==> src/rtl/id_stage.sv <==
// RV32I instruction decode stage: IF/ID holding register, combinational
// decode with write-back bypass, load-use hazard detection and a
// registered ID/EX bundle handed to execute under valid/ready.
module id_stage #(
  parameter int XLEN = 32
) (
  input  logic            clk,
  input  logic            reset,
  input  logic            if_valid,
  output logic            if_ready,
  input  logic [XLEN-1:0] if_pc,
  input  logic [XLEN-1:0] if_instr,
  output logic [4:0]      raddr1,
  output logic [4:0]      raddr2,
  input  logic [XLEN-1:0] rdata1,
  input  logic [XLEN-1:0] rdata2,
  input  logic            wb_regwrite,
  input  logic [4:0]      wb_waddr,
  input  logic [XLEN-1:0] wb_wdata,
  input  logic            ex_memread,
  input  logic [4:0]      ex_rd,
  input  logic            flush,
  output logic            id_valid,
  input  logic            id_ready,
  output logic [XLEN-1:0] id_pc,
  output logic [XLEN-1:0] id_rs1_val,
  output logic [XLEN-1:0] id_rs2_val,
  output logic [XLEN-1:0] id_imm,
  output logic [4:0]      id_rs1,
  output logic [4:0]      id_rs2,
  output logic [4:0]      id_rd,
  output logic [2:0]      id_funct3,
  output logic [3:0]      id_alu_op,
  output logic            id_alu_src_imm,
  output logic            id_regwrite,
  output logic            id_memread,
  output logic            id_memwrite,
  output logic            id_branch,
  output logic            id_jump,
  output logic            id_illegal
);

  localparam logic [6:0] OPC_LUI    = 7'b0110111;
  localparam logic [6:0] OPC_AUIPC  = 7'b0010111;
  localparam logic [6:0] OPC_JAL    = 7'b1101111;
  localparam logic [6:0] OPC_JALR   = 7'b1100111;
  localparam logic [6:0] OPC_BRANCH = 7'b1100011;
  localparam logic [6:0] OPC_LOAD   = 7'b0000011;
  localparam logic [6:0] OPC_STORE  = 7'b0100011;
  localparam logic [6:0] OPC_OPIMM  = 7'b0010011;
  localparam logic [6:0] OPC_OP     = 7'b0110011;

  logic            ifid_valid;
  logic [XLEN-1:0] ifid_pc;
  logic [XLEN-1:0] ifid_instr;

  logic [6:0]      opcode;
  logic [4:0]      rs1, rs2, rd;
  logic [2:0]      funct3;
  logic [XLEN-1:0] imm_i, imm_s, imm_b, imm_u, imm_j;

  logic [XLEN-1:0] dec_imm;
  logic [3:0]      dec_alu_op;
  logic            dec_src_imm, dec_regwrite, dec_memread, dec_memwrite;
  logic            dec_branch, dec_jump, dec_illegal, rs1_used, rs2_used;
  logic [XLEN-1:0] op1, op2;
  logic            hazard, out_load, fire;

  assign opcode = ifid_instr[6:0];
  assign rd     = ifid_instr[11:7];
  assign funct3 = ifid_instr[14:12];
  assign rs1    = ifid_instr[19:15];
  assign rs2    = ifid_instr[24:20];
  assign raddr1 = rs1;
  assign raddr2 = rs2;

  assign imm_i = {{20{ifid_instr[31]}}, ifid_instr[31:20]};
  assign imm_s = {{20{ifid_instr[31]}}, ifid_instr[31:25], ifid_instr[11:7]};
  assign imm_b = {{19{ifid_instr[31]}}, ifid_instr[31], ifid_instr[7],
                  ifid_instr[30:25], ifid_instr[11:8], 1'b0};
  assign imm_u = {ifid_instr[31:12], 12'b0};
  assign imm_j = {{11{ifid_instr[31]}}, ifid_instr[31], ifid_instr[19:12],
                  ifid_instr[20], ifid_instr[30:21], 1'b0};

  // Opcode decode into control bits, immediate and operand usage
  always_comb begin
    dec_imm      = '0;
    dec_alu_op   = 4'b0000;
    dec_src_imm  = 1'b0;
    dec_regwrite = 1'b0;
    dec_memread  = 1'b0;
    dec_memwrite = 1'b0;
    dec_branch   = 1'b0;
    dec_jump     = 1'b0;
    dec_illegal  = 1'b0;
    rs1_used     = 1'b0;
    rs2_used     = 1'b0;
    case (opcode)
      OPC_LUI, OPC_AUIPC: begin
        dec_imm = imm_u; dec_src_imm = 1'b1; dec_regwrite = 1'b1;
      end
      OPC_JAL: begin
        dec_imm = imm_j; dec_src_imm = 1'b1; dec_regwrite = 1'b1; dec_jump = 1'b1;
      end
      OPC_JALR: begin
        dec_imm = imm_i; dec_src_imm = 1'b1; dec_regwrite = 1'b1; dec_jump = 1'b1;
        rs1_used = 1'b1;
      end
      OPC_BRANCH: begin
        dec_imm = imm_b; dec_branch = 1'b1; rs1_used = 1'b1; rs2_used = 1'b1;
      end
      OPC_LOAD: begin
        dec_imm = imm_i; dec_src_imm = 1'b1; dec_regwrite = 1'b1; dec_memread = 1'b1;
        rs1_used = 1'b1;
      end
      OPC_STORE: begin
        dec_imm = imm_s; dec_src_imm = 1'b1; dec_memwrite = 1'b1;
        rs1_used = 1'b1; rs2_used = 1'b1;
      end
      OPC_OPIMM: begin
        dec_imm = imm_i; dec_src_imm = 1'b1; dec_regwrite = 1'b1; rs1_used = 1'b1;
        if (funct3 == 3'b101) dec_alu_op = {ifid_instr[30], 3'b101};
      end
      OPC_OP: begin
        dec_regwrite = 1'b1; rs1_used = 1'b1; rs2_used = 1'b1;
        dec_alu_op = {ifid_instr[30], funct3};
      end
      default: dec_illegal = 1'b1;
    endcase
  end

  // Operand select: x0 reads zero, a same-cycle write-back wins over the file
  always_comb begin
    if (rs1 == 5'd0)                           op1 = '0;
    else if (wb_regwrite && wb_waddr == rs1)   op1 = wb_wdata;
    else                                       op1 = rdata1;
    if (rs2 == 5'd0)                           op2 = '0;
    else if (wb_regwrite && wb_waddr == rs2)   op2 = wb_wdata;
    else                                       op2 = rdata2;
  end

  assign hazard   = ex_memread && (ex_rd != 5'd0) &&
                    ((rs1_used && ex_rd == rs1) || (rs2_used && ex_rd == rs2));
  assign out_load = !id_valid || id_ready;
  assign fire     = ifid_valid && out_load && !hazard;
  assign if_ready = !ifid_valid || fire || flush;

  // IF/ID holding register
  always_ff @(posedge clk) begin
    if (reset) begin
      ifid_valid <= 1'b0;
      ifid_pc    <= '0;
      ifid_instr <= '0;
    end else if (flush) begin
      ifid_valid <= 1'b0;
    end else if (if_valid && if_ready) begin
      ifid_valid <= 1'b1;
      ifid_pc    <= if_pc;
      ifid_instr <= if_instr;
    end else if (fire) begin
      ifid_valid <= 1'b0;
    end
  end

  // ID/EX bundle register; contents hold while a bubble is presented
  always_ff @(posedge clk) begin
    if (reset) begin
      id_valid       <= 1'b0;
      id_pc          <= '0;
      id_rs1_val     <= '0;
      id_rs2_val     <= '0;
      id_imm         <= '0;
      id_rs1         <= '0;
      id_rs2         <= '0;
      id_rd          <= '0;
      id_funct3      <= '0;
      id_alu_op      <= '0;
      id_alu_src_imm <= 1'b0;
      id_regwrite    <= 1'b0;
      id_memread     <= 1'b0;
      id_memwrite    <= 1'b0;
      id_branch      <= 1'b0;
      id_jump        <= 1'b0;
      id_illegal     <= 1'b0;
    end else if (flush) begin
      id_valid <= 1'b0;
    end else if (fire) begin
      id_valid       <= 1'b1;
      id_pc          <= ifid_pc;
      id_rs1_val     <= op1;
      id_rs2_val     <= op2;
      id_imm         <= dec_imm;
      id_rs1         <= rs1;
      id_rs2         <= rs2;
      id_rd          <= rd;
      id_funct3      <= funct3;
      id_alu_op      <= dec_alu_op;
      id_alu_src_imm <= dec_src_imm;
      id_regwrite    <= dec_regwrite;
      id_memread     <= dec_memread;
      id_memwrite    <= dec_memwrite;
      id_branch      <= dec_branch;
      id_jump        <= dec_jump;
      id_illegal     <= dec_illegal;
    end else if (out_load) begin
      id_valid <= 1'b0;
    end
  end

endmodule

==> config.mk <==
export PLATFORM = sky130hd
export DESIGN_NAME = id_stage
export DESIGN_NICKNAME = d
export VERILOG_FILES = /design/src/rtl/id_stage.sv
export SDC_FILE = /design/constraint.sdc
export NUM_CORES = 1
export LEC_CHECK = 0
export BUFFER_PORTS_ARGS = -buffer_cell sky130_fd_sc_hd__buf_2
export CORE_ASPECT_RATIO = 0.8
export CORE_MARGIN = 5
export CORE_UTILIZATION = 40
export CTS_BUF_LIST = sky130_fd_sc_hd__clkbuf_16
export DETAILED_ROUTE_END_ITERATION = 8
export GPL_ROUTABILITY_DRIVEN = 0
export PLACE_DENSITY = 0.66
export REMOVE_ABC_BUFFERS = 1
export SLEW_MARGIN = 10
export SYNTH_ARGS = -nofsm -noshare
export SYNTH_HDL_FRONTEND = slang
export SYNTH_SLANG_ARGS = --single-unit
==> constraint.sdc <==
create_clock -name clk -period 5.3 [get_ports clk]
set_clock_uncertainty 0.15 [all_clocks]
set_input_delay 0.53 -clock clk [delete_from_list [all_inputs] [get_ports clk]]
set_output_delay 0.53 -clock clk [all_outputs]
set_load 0.01 [all_outputs]
======== After elaboration in Yosys (flattened, before gate mapping) ========
Cells that the tools add are included.
storage, ports and cells
  register bits ........................... 223
  word-level logic and storage cells ...... 87
cells by class
  bitwise gates (word level) .............. 1
  muxes and demuxes ....................... 20
  equal/unequal tests ..................... 14
  reductions and logical operators ........ 32
operators by type and width
  operator            number
  $pmux 32 s5         1
  $mux 32             4
  $eq 7x6->1 const B  3
  $eq 7x7->1 const B  3
  $eq 5x5->1          4
  $eq 7x5->1 const B  2
  $reduce_or 7->1     2
  $mux 1              13
  $logic_not 5->1     2
  $logic_and 1x1->1   9
  $reduce_or 9->1     1
  $pmux 4 s2          1
  $eq 7x2->1 const B  1
  $reduce_or 2->1     3
  $reduce_or 3->1     2
  $reduce_or 6->1     1
  $reduce_bool 5->1   1
  $logic_or 1x1->1    4
  $mux 4              1
  $reduce_and 2->1    2
  $reduce_bool 2->1   2
  $eq 3x3->1 const B  1
  $logic_not 1->1     3
  $not 1->1           1

======== Logic depth before layout (Yosys ltp) ========
Gate-level depths: netlist of the first run.
  depth after elaboration ................. 12
  mapped depth ............................ 10
  mapped depth without buffers ............ 6

======== Worst setup path after synthesis of the first run ========
OpenSTA, ideal clock, no wires.
  kind .................................... in2out
  from .................................... in ex_rd[1]
  to ...................................... out if_ready
  required time ........................... 4.620 ns
  arrival time ............................ 1.938 ns
  cell stages on the path ................. 7
  setup slack ............................. 2.682 ns
  path through ............................ or4_1 nor2_1 nor3_1 a21boi_4 buf_6 clkbuf_1 o21ai_0
between the ends
  longest elaborated chain between the ends .. 8
  elaborated cells on any way between the ends .. 12
  classes of those cells .................. 2 x eq/ne; 10 x reduce/logical
RTL lines
  element                          line  RTL
  start, declared                  21    input logic [4:0] ex_rd,
  $eq 5x5->1                       143   ((rs1_used && ex_rd == rs1) || (rs2_used && ex_rd == rs2));
  $logic_and 1x1->1                143
  $logic_or 1x1->1                 143
  $logic_and 1x1->1 *              142   assign hazard = ex_memread && (ex_rd != 5'd0) &&
  $logic_not 1->1 *                145   assign fire = ifid_valid && out_load && !hazard;
  $logic_and 1x1->1 *              145
  $logic_or 1x1->1 * (2 in a row)  146   assign if_ready = !ifid_valid || fire || flush;
  end, declared                    10    output logic if_ready,
Every way passes the cells marked *; elsewhere a longest branch is shown, timed or not.

======== Worst setup path in the final report of the first run ========
  from .................................... reg ifid_instr[5]
  to ...................................... out if_ready
between the ends
  longest elaborated chain between the ends .. 10
  elaborated cells on any way between the ends .. 18
  classes of those cells .................. 6 x eq/ne; 2 x mux; 10 x reduce/logical
RTL lines
  element                                                       line  RTL
  start, declared                                               55    logic [XLEN-1:0] ifid_instr;
  start signal, assigned                                        159   ifid_instr <= if_instr;
  $eq 7x5->1, or another cell as far along                      98    case (opcode)
  $reduce_or 6->1 (no line) or $reduce_or 3->1 (tied branches)  n/a
  $mux 1                                                        98
  $logic_and 1x1->1                                             143
  $logic_or 1x1->1 *                                            143
  $logic_and 1x1->1 *                                           142
  $logic_not 1->1 *                                             145
  $logic_and 1x1->1 *                                           145
  $logic_or 1x1->1 * (2 in a row)                               146
Marks and branches as above.

==> metrics, run 1 <==
largest net degree at the start of global routing=114; cell family with most CP delay=simple AND/OR/NAND/NOR gates; Non-Filler Instances=1,768; status=finished clean; remaining routing DRC violations=0; Worst Hold Class=primary input to register; routed vias=9,657; fin worst setup slack=1.66 ns; Setup CP Type=register to output pin; Final Hold Vio Count=0; Initial Util=40.4%; mux share of post-synthesis cell area=12.6%; DR vias/cell=5.46; number of enable flip-flop cells after synthesis=0; FMAX=275 MHz; Area Growth Syn to Fin=23.5%; Synth Area in Adders=0%; Syn Area/Cell=8.73 um2; remaining global-route overflow=0; Cell Chain, Critical Path=nor2b_1 > a21oi_1 > nor3_1 > a21boi_4 > buf_4 > o21ai_0 > buf_2; max-cap viol count=0; Clock Sinks=223; Inserted Clock Buffers=24; H-Tree Depth=1; WL/cell=19.0 um; DR pass1 iterations=5; commonest non-fill, non-tap cells in the layout=buf_2 (344), dfxtp_1 (223), nand2_1 (140); Die ar.=28,800 um2; Critical Path End Type=output pin; Startpoint Class=register; register bit count reported by yosys=223; Syn Std Cell Area=10,200 um2; Period Utilization, post-route=68.6%; CP bufs+invs=2; Worst path slowest cell=dfxtp_1; async set or reset register ratio after synthesis=0%; Total Power=3.63 mW; RSZ-0062 raised after global routing=false; Min Clock Period, post-route=3.64 ns; Worst Setup SP=ifid_instr[5]$_SDFFE_PP0P_; TritonCTS clock tree=built; Gate Count Post-Synth=1,169; Reg2Reg Setup Slack=2.25 ns; PostCTS Resize Cnt=0; Die X=189 um; nets=1,598; post-synthesis compound-gate area fraction=14.5%; Slew HR=29.2%; dpl cell area=11,900 um2; post-DP HPWL=22,400 um; transition time of the tightest slew-check pin=1.06 ns; Post-Synth XOR/XNOR Area=1.72%; design area=12,600 um2; Place WS=2.14 ns; Post-CTS Setup Bufs=0; sequential share of the synthesized area=43.8%; synth warn=0; simple-gate share of the synthesized area=21.1%; Yosys cell types=48; Arrival @ worst endpoint=2.96 ns; CTS Root Cell=clkbuf_16; Final Max Tran Viols=0; Post-DRT Antenna Nets=0; commonest non-fill, non-tap cell in the layout=buf_2; Tot GR Track Use=21.5%; Detailed Route Iter0 Violations=693; FF-to-FF End=id_imm[19]$_SDFFE_PP0P_; setup violators final=0; Power Density=288 nW/um2; clock slew at reported path FFs=0.07 ns; IO Port Bufs=345; worst ir drop on vdd=206 uV; first-pass GRT wire length=51,700 um; Die H=153 um; vias in the first global route=9,121; reg2reg path depth=7; Worst Path Max Fanout=61; row count=52; clk_lat worst skew=0.51 ns; Post-synth top flop=dfxtp_1; number of stages on the worst setup path=7; Core ar.=25,200 um2; Leakage=5.11 nW; worst r2r src=ifid_instr[5]$_SDFFE_PP0P_; layout cells sized above 1=28.5%; initial antenna violation count=8; CTS Hold Bufs=0; Worst path max stage delay=0.52 ns; dpl cells=1,719; worst setup path endpoint=if_ready; buffer depth of the longest clock path=3; final WL=33,700 um; IO Count=346; largest family of logic cells by synthesized area=simple AND/OR/NAND/NOR gates; CP required=4.62 ns
==> metrics by stage <==
stage	hold slack [ns]	setup TNS, ns	util [%]
floorplan	0.285	-88.80	-
global placement	0.283	0	47.0
detailed placement	0.288	0	47.0
CTS	0.0738	0	49.9
global route	0.0848	0	49.9
finish	0.0898	0	49.9
==> logic make-up (layout without fill, tap and decap cells) <==
| family | after synthesis | after routing |
|---|---|---|
| AO/OA/AOI/OAI | 266 | 266 |
| flip-flops | 223 | 223 |
| buffers and inverters | 133 | 403 |
| multiplexers | 128 | 128 |
| other | 0 | 5 |
| AND/OR/NAND/NOR | 399 | 399 |
| XOR/XNOR | 20 | 20 |
==> Yosys cell counts, types with 5 or more instances <==
library cell | number | area (um2)
nor3_1 | 7 | 35.0
o21ai_1 | 29 | 145
nand2_1 | 140 | 526
nor4_1 | 10 | 62.6
buf_4 | 14 | 105
nand4_1 | 6 | 37.5
clkbuf_1 | 78 | 293
o21ai_0 | 105 | 526
a311oi_1 | 11 | 96.3
nor2b_1 | 5 | 31.3
buf_6 | 8 | 90.1
mux2i_1 | 128 | 1280
nand3_1 | 57 | 285
dfxtp_1 | 223 | 4460
nand2b_1 | 83 | 519
a21oi_1 | 89 | 445
xor2_1 | 16 | 140
or4_1 | 68 | 510
nor2_1 | 9 | 33.8
a211oi_1 | 11 | 82.6
a31o_2 | 6 | 52.6
buf_2 | 25 | 125
==> sequential cells by signal, indices dropped and copies added (netlist names) <==
signal          count
id_alu_op           4
id_alu_src_imm      1
id_branch           1
id_funct3           3
id_illegal          1
id_imm             32
id_jump             1
id_memread          1
id_memwrite         1
id_pc              32
id_rd               5
id_regwrite         1
id_rs1              5
id_rs1_val         32
id_rs2              5
id_rs2_val         32
id_valid            1
ifid_instr         32
ifid_pc            32
ifid_valid          1
==> power breakdown <==
part	internal, mW	switching [mW]
logic	0.130	0.164
clock network	0.902	0.693
registers	1.71	0.0344
==> how the worst min path moves through the flow <==
stage	startpoint	to	slack (ns)	depth (start not counted)
floorplan	ifid_pc[0]$_SDFFE_PP0P_	ifid_pc[0]$_SDFFE_PP0P_	0.28	2
global placement	id_rs2_val[2]$_SDFFE_PP0P_	id_rs2_val[2]$_SDFFE_PP0P_	0.28	2
detailed placement	id_rs2_val[7]$_SDFFE_PP0P_	id_rs2_val[7]$_SDFFE_PP0P_	0.29	2
CTS	flush	ifid_valid$_SDFFE_PP0P_	0.07	2
global route	flush	ifid_valid$_SDFFE_PP0P_	0.08	2
finish	flush	ifid_valid$_SDFFE_PP0P_	0.09	2
==> cell type report <==
type,count,area (um2)
fill,2494,12600
antenna,5,12.5
timing repair buffer,357,1830
clock buffer,25,626
inverter,2,10.0
multi-input combinational,813,5140
tap,324,405
sequential,223,4460
clock inverter,19,114
==> per-layer routing <==
layer	part of all wire, %	GRT usage, %	up-vias
li1	-	-	4646
met1	43	29.8	4587
met2	46	33.7	363
met3	8.5	5.81	55
met4	2.0	5.17	6
met5	0.12	0	-
Power figures use the tool's default switching activity.
==> inputs of run 2 (changes only) <==
--- a/config.mk
+++ b/config.mk
@@ -12,7 +12,7 @@
 export CTS_BUF_LIST = sky130_fd_sc_hd__clkbuf_16
 export DETAILED_ROUTE_END_ITERATION = 8
 export GPL_ROUTABILITY_DRIVEN = 0
-export PLACE_DENSITY = 0.66
+export PLACE_DENSITY = 0.68
 export REMOVE_ABC_BUFFERS = 1
 export SLEW_MARGIN = 10
 export SYNTH_ARGS = -nofsm -noshare
==> constraint.sdc (replaced) <==
create_clock -name clk -period 3 [get_ports clk]
set_clock_uncertainty 0.15 [all_clocks]
set_input_delay 0.3 -clock clk [delete_from_list [all_inputs] [get_ports clk]]
set_output_delay 0.3 -clock clk [all_outputs]
set_load 0.01 [all_outputs]
==> run 2 against run 1 <==
  * Critical path depth stayed put
  * Register-to-register slack worse by 1.9 ns
  * Sequential share of layout area is 2.6 points lower
  * Global-route usage is 0.69 points higher
  * Count of clock-buffer cells in the layout is 2 lower
  * Critical path type unchanged
  * Non-clock buffer count is 88 higher
  * Core utilization is 4.0 points higher
==> metrics, run 2 (synthesis gave the netlist of run 1 again) <==
Total Power=6.72 mW (was 3.63 mW); routed vias=9,916 (was 9,657); Period Utilization, post-route=93.9%; Worst Path Max Fanout=32 (was 61); DR vias/cell=5.36 (was 5.46); final WL=34,000 um (was 33,700 um); row count=52 (unchanged); DR pass1 iterations=5 (unchanged); transition time of the tightest slew-check pin=0.725 ns (was 1.06 ns); Startpoint Class=register (unchanged); Power Density=494 nW/um2 (was 288 nW/um2); RSZ-0062 raised after global routing=false (unchanged); Core ar.=25,200 um2 (unchanged); buffer depth of the longest clock path=3 (unchanged); Final Core Density=53.9% (was 49.9%); initial antenna violation count=3 (was 8); Area Growth Syn to Fin=33.3% (was 23.5%); IO Count=346 (unchanged); status=finished clean (unchanged); Slew HR=51.5% (was 29.2%); IO Port Bufs=345 (unchanged); layout cells sized above 1=28.3% (was 28.5%); Die H=153 um (unchanged); Final Max Tran Viols=0 (unchanged); clk_lat worst skew=0.51 ns (about the same); area of the multi-input gates=5150 um2 (was 5140 um2); Final Hold Vio Count=0 (unchanged); reg2reg path depth=8 (was 7); Tot GR Track Use=22.2% (was 21.5%); WL/cell=18.4 um (was 19.0 um); max-cap viol count=0 (unchanged); hold path cells=4 (was 2); nets=1,685 (was 1,598); commonest non-fill, non-tap cells in the layout=buf_2 (344), dfxtp_1 (223), nand2_1 (140) (unchanged); FMAX=355 MHz; Storage cell area=4460 um2 (unchanged); HP Start=rdata2[4] (was flush); Worst Setup SP=ifid_instr[2]$_SDFFE_PP0P_ (was ifid_instr[5]$_SDFFE_PP0P_); clock slew at reported path FFs=0.07 ns (about the same); Leakage=5.56 nW (was 5.11 nW); worst r2r src=ifid_instr[6]$_SDFFE_PP0P_ (was ifid_instr[5]$_SDFFE_PP0P_); Die X=189 um (unchanged); Setup CP Type=register to output pin (unchanged); Detailed Route Iter0 Violations=695 (was 693); CTS Root Cell=clkbuf_16 (unchanged); Min Clock Period, post-route=2.82 ns; Arrival @ worst endpoint=2.37 ns (was 2.96 ns); first-pass GRT wire length=53,500 um (was 51,700 um); Post-DRT Antenna Nets=0 (unchanged); remaining routing DRC violations=0 (unchanged); Die ar.=28,800 um2 (unchanged); setup violators final=0 (unchanged); Initial Util=40.4% (unchanged); worst ir drop on vdd=322 uV (was 206 uV); largest net degree at the start of global routing=170 (was 114); commonest non-fill, non-tap cell in the layout=buf_2 (unchanged); remaining global-route overflow=0 (unchanged); Critical Path End Type=output pin (unchanged); Filler Cells Inserted=2,318 (was 2,494); Inserted Clock Buffers=23 (was 24); H-Tree Depth=1 (unchanged); Clock Sinks=223 (unchanged); TritonCTS clock tree=built (unchanged); CP required=2.55 ns (was 4.62 ns); Worst Hold Class=primary input to register (unchanged); post-DP HPWL=22,500 um (was 22,400 um); vias in the first global route=9,665 (was 9,121)
## run 2: final cells by class
cell class,instances,area share (%)
Multi-Input combinational cell,813,37.8
Sequential cell,223,32.8
Timing Repair Buffer,445,20.5
Clock buffer,23,4.23
Tap cell,324,2.98
Clock inverter,19,1.58
Inverter,2,0.0736
Antenna cell,2,0.0368
## run 2: stage by stage
step | instances | hold WS (ns) | TNS [ns] | worst slack, ns | area, um2
floorplan | 1038 | 0.219 | -480.50 | -3.68 | 9560
global placement | 1739 | 0.284 | 0 | 0.261 | 12100
detailed placement | 1739 | 0.288 | 0 | 0.225 | 12100
CTS | 1849 | 0.00750 | 0 | 0.192 | 13600
global route | 1850 | 0.0488 | 0 | 0.0593 | 13600
finish | 1851 | 0.0292 | 0 | 0.182 | 13600
## run 2: what timing repair did
action | 4_1_cts | 5_1_grt
resized for setup | 1 | 0
setup endpoints to repair | 1 | 0
endpoints found under the hold margin | 66 | 0
setup buffers | 1 | 0
hold buffers | 66 | 0
## run 2: metal layers
metal	vias to the layer above	global-route usage, %	share of wire (%)
met4	4	5.79	2.4
met2	375	35.9	47
met3	64	5.47	7.9
met5	-	0	0.056
li1	4817	-	-
met1	4656	29.9	43
## run 2: critical path, cell delays in order, from the launching register on
cell and delay (ns):
dfxtp_1 0.36, nand4bb_1 0.32, nor3_1 0.21, nand4_1 0.25
a21boi_4 0.23, buf_12 0.21, o21ai_0 0.10, buf_2 0.17
## run 2: final timing paths
check | endpoint | slack (ns)
setup / recovery | if_ready | 0.18
hold / removal | id_rs2_val[4]$_SDFFE_PP0P_ | 0.03
setup reg to reg | id_rs1_val[1]$_SDFFE_PP0P_ | 0.32
hold reg to reg | id_rs2_val[4]$_SDFFE_PP0P_ | 0.30
## run 2: where the power goes
part / switching (mW) / total (mW) / internal (mW)
Combinational: 0.323 / 0.623 / 0.301
Sequential: 0.0436 / 3.07 / 3.02
Clock: 1.21 / 3.03 / 1.83
==> inputs of run 3 (changes only) <==
--- a/config.mk
+++ b/config.mk
@@ -12,7 +12,7 @@
 export CTS_BUF_LIST = sky130_fd_sc_hd__clkbuf_16
 export DETAILED_ROUTE_END_ITERATION = 8
 export GPL_ROUTABILITY_DRIVEN = 0
-export PLACE_DENSITY = 0.68
+export PLACE_DENSITY = 0.73
 export REMOVE_ABC_BUFFERS = 1
 export SLEW_MARGIN = 10
 export SYNTH_ARGS = -nofsm -noshare
==> constraint.sdc (replaced) <==
create_clock -name clk -period 2.7 [get_ports clk]
set_clock_uncertainty 0.15 [all_clocks]
set_input_delay 0.27 -clock clk [delete_from_list [all_inputs] [get_ports clk]]
set_output_delay 0.27 -clock clk [all_outputs]
set_load 0.01 [all_outputs]
==> run 3 against run 2 <==
  * Non-clock buffer count increased by 14
  * Power up 9.9%
  * Sequential power grew 11%
  * Register-to-register slack got worse by 0.20 ns
  * Largest cell class unchanged
  * Hold slack got worse by 0.0041 ns
  * Combinational power grew 13%
  * Global-route usage rose by 0.65 points
  * Critical endpoint is now id_rs1_val[15]$_SDFFE_PP0P_
  * Via count grew 2.6%
  * Core utilization grew 0.85 points
  * Final area grew 1.6%
  * Highest routed layer unchanged
  * Sequential share of layout area down 0.46 points
  * Flip-flop and latch count unchanged
==> metrics, run 3 (synthesis gave the netlist of run 1 again) <==
status=finished clean (unchanged); worst hold slack=0.0251 ns (was 0.0292 ns); transition time of the tightest slew-check pin=0.763 ns (was 0.725 ns); row count=52 (unchanged); Clock Sinks=223 (unchanged); Die X=189 um (unchanged); HP Start=rdata2[14] (was rdata2[4]); FF-to-FF End=id_rs1_val[15]$_SDFFE_PP0P_ (was id_rs1_val[1]$_SDFFE_PP0P_); TritonCTS clock tree=built (unchanged); setup violators final=0 (unchanged); worst r2r src=ifid_instr[4]$_SDFFE_PP0P_ (was ifid_instr[6]$_SDFFE_PP0P_); Worst path slowest cell=or4_1 (was dfxtp_1); top sig layer=met5 (unchanged); Slew HR=48.6% (was 51.5%); reg2reg path depth=9 (was 8); WL/cell=18.9 um (was 18.4 um); Inserted Clock Buffers=24 (was 23); buffer depth of the longest clock path=3 (unchanged); dpl cells=1,744 (was 1,739); DR pass1 iterations=7 (was 5); Reg2Reg Setup Slack=0.12 ns (was 0.32 ns); remaining routing DRC violations=0 (unchanged); Detailed Route Iter0 Violations=732 (was 695); worst ir drop on vdd=402 uV (was 322 uV); remaining global-route overflow=0 (unchanged); initial antenna violation count=7 (was 3); Critical Path End Type=register (was output pin); post-DP HPWL=23,000 um (was 22,500 um); Cell Chain, Critical Path=nor2b_2 > a21oi_1 > nor3_4 > a21boi_4 > buf_4 > buf_4 > buf_4 > or4_1 > o21ai_1 (was nand4bb_1 > nor3_1 > nand4_1 > a21boi_4 > buf_12 > o21ai_0 > buf_2); Period Utilization, post-route=95.6%; hold path cells=4 (unchanged); Final Core Density=54.7% (was 53.9%); Worst path max stage delay=0.57 ns (was 0.36 ns); RSZ-0062 raised after global routing=true (was false); DR vias/cell=5.45 (was 5.36); commonest non-fill, non-tap cells in the layout=buf_2 (344), dfxtp_1 (218), nand2_1 (140) (was buf_2 (344), dfxtp_1 (223), nand2_1 (140)); Worst Path Max Fanout=48 (was 32); IO Port Bufs=345 (unchanged); clock slew at reported path FFs=0.06 ns (was 0.07 ns); Met2 Wirelength=16,700 um (was 15,900 um); Initial Util=40.4% (unchanged); Non-Filler Instances=1,867 (was 1,851); Startpoint Class=register (unchanged); Power Density=534 nW/um2 (was 494 nW/um2); Min Clock Period, post-route=2.58 ns; layout cells sized above 1=29.6% (was 28.3%); Die H=153 um (unchanged); IO Count=346 (unchanged); largest net degree at the start of global routing=170 (unchanged); Tot GR Track Use=22.8% (was 22.2%); cell family with most CP delay=simple AND/OR/NAND/NOR gates (unchanged); Arrival @ worst endpoint=2.87 ns (was 2.37 ns); routed vias=10,170 (was 9,916); Leakage=5.64 nW (was 5.56 nW); vias in the first global route=9,890 (was 9,665); Place WS=0.123 ns (was 0.225 ns); met1 wire length=15,000 um (was 14,600 um); clk_lat worst skew=0.51 ns (about the same); Detail Route met3 WL=2720 um (was 2680 um); Worst Hold Class=primary input to register (unchanged); most numerous cell on the critical path=buf_4; Area Growth Syn to Fin=35.4% (was 33.3%); Setup CP Type=register to register (was register to output pin); CTS Root Cell=clkbuf_16 (unchanged); fin worst setup slack=0.119 ns (was 0.182 ns); CP bufs+invs=3 (was 2); CP required=2.99 ns (was 2.55 ns); Final Max Tran Viols=0 (unchanged); Die ar.=28,800 um2 (unchanged); Core ar.=25,200 um2 (unchanged); H-Tree Depth=1 (unchanged); first-pass GRT wire length=54,900 um (was 53,500 um); FMAX=387 MHz; Post-DRT Antenna Nets=0 (unchanged); final WL=35,300 um (was 34,000 um); commonest non-fill, non-tap cell in the layout=buf_2 (unchanged); max-cap viol count=0 (unchanged); Min-Delay Endpoint=id_rs2_val[14]$_SDFFE_PP0P_ (was id_rs2_val[4]$_SDFFE_PP0P_); Final Hold Vio Count=0 (unchanged); nets=1,700 (was 1,685)
[run 3: through the flow]
step | setup TNS, ns | instance area, um2 | power [mW]
5_1_grt | -0.0123 | 13800 | 7.66
3_3_place_gp | 0 | 12200 | 4.09
2_1_floorplan | -547.15 | 9560 | 3.77
3_5_place_dp | 0 | 12200 | 4.10
6_report | 0 | 13800 | 7.38
4_1_cts | 0 | 13700 | 7.44
[run 3: worst min-delay path: stages]
cell     delay, ns
buf_2         0.09
mux2i_1       0.11
or4_1         0.11
o21ai_1       0.05
[run 3: how the worst max path moves through the flow]
stage,slack [ns],startpoint,cells past startpoint,to
2_1_floorplan,-3.98,ifid_instr[20]$_SDFFE_PP0P_,6,ifid_instr[0]$_SDFFE_PP0P_
3_3_place_gp,0.23,ifid_instr[3]$_SDFFE_PP0P_,7,if_ready
3_5_place_dp,0.12,ifid_instr[3]$_SDFFE_PP0P_,8,id_imm[26]$_SDFFE_PP0P_
4_1_cts,0.0008,ifid_instr[3]$_SDFFE_PP0P_,7,if_ready
5_1_grt,-0.005,ifid_instr[2]$_SDFFE_PP0P_,10,id_imm[28]$_SDFFE_PP0P_
6_report,0.12,ifid_instr[4]$_SDFFE_PP0P_,9,id_rs1_val[15]$_SDFFE_PP0P_
[run 3: cell type report]
class                           instances  area, um2
Multi-Input combinational cell        813       5190
Antenna cell                            6       15.0
Sequential cell                       223       4470
Inverter                                2       10.0
Clock buffer                           25        626
Fill cell                            2224      11400
Tap cell                              324        405
Timing Repair Buffer                  459       2960
Clock inverter                         15        141
[run 3: timing repair]
action                                  4_1_cts  5_1_grt
cloned                                        2        0
hold buffers                                 69        0
setup buffers                                 4        2
endpoints found under the setup margin        1       30
hold endpoints to repair                     68        0
gates resized for setup                       3       11
pin swaps                                     2        3
[run 3: power breakdown]
part | switching (mW) | internal (mW) | total [mW] | leakage [nW]
Combinational | 0.360 | 0.342 | 0.701 | 3.45
Clock | 1.32 | 1.94 | 3.27 | 0.389
Sequential | 0.0560 | 3.36 | 3.42 | 1.81
[run 3: per-layer routing]
layer / GRT usage (%) / vias up
met5: 0 / -
met4: 5.97 / 6
met3: 5.13 / 74
met1: 30.3 / 4820
li1: - / 4856
met2: 37.9 / 414
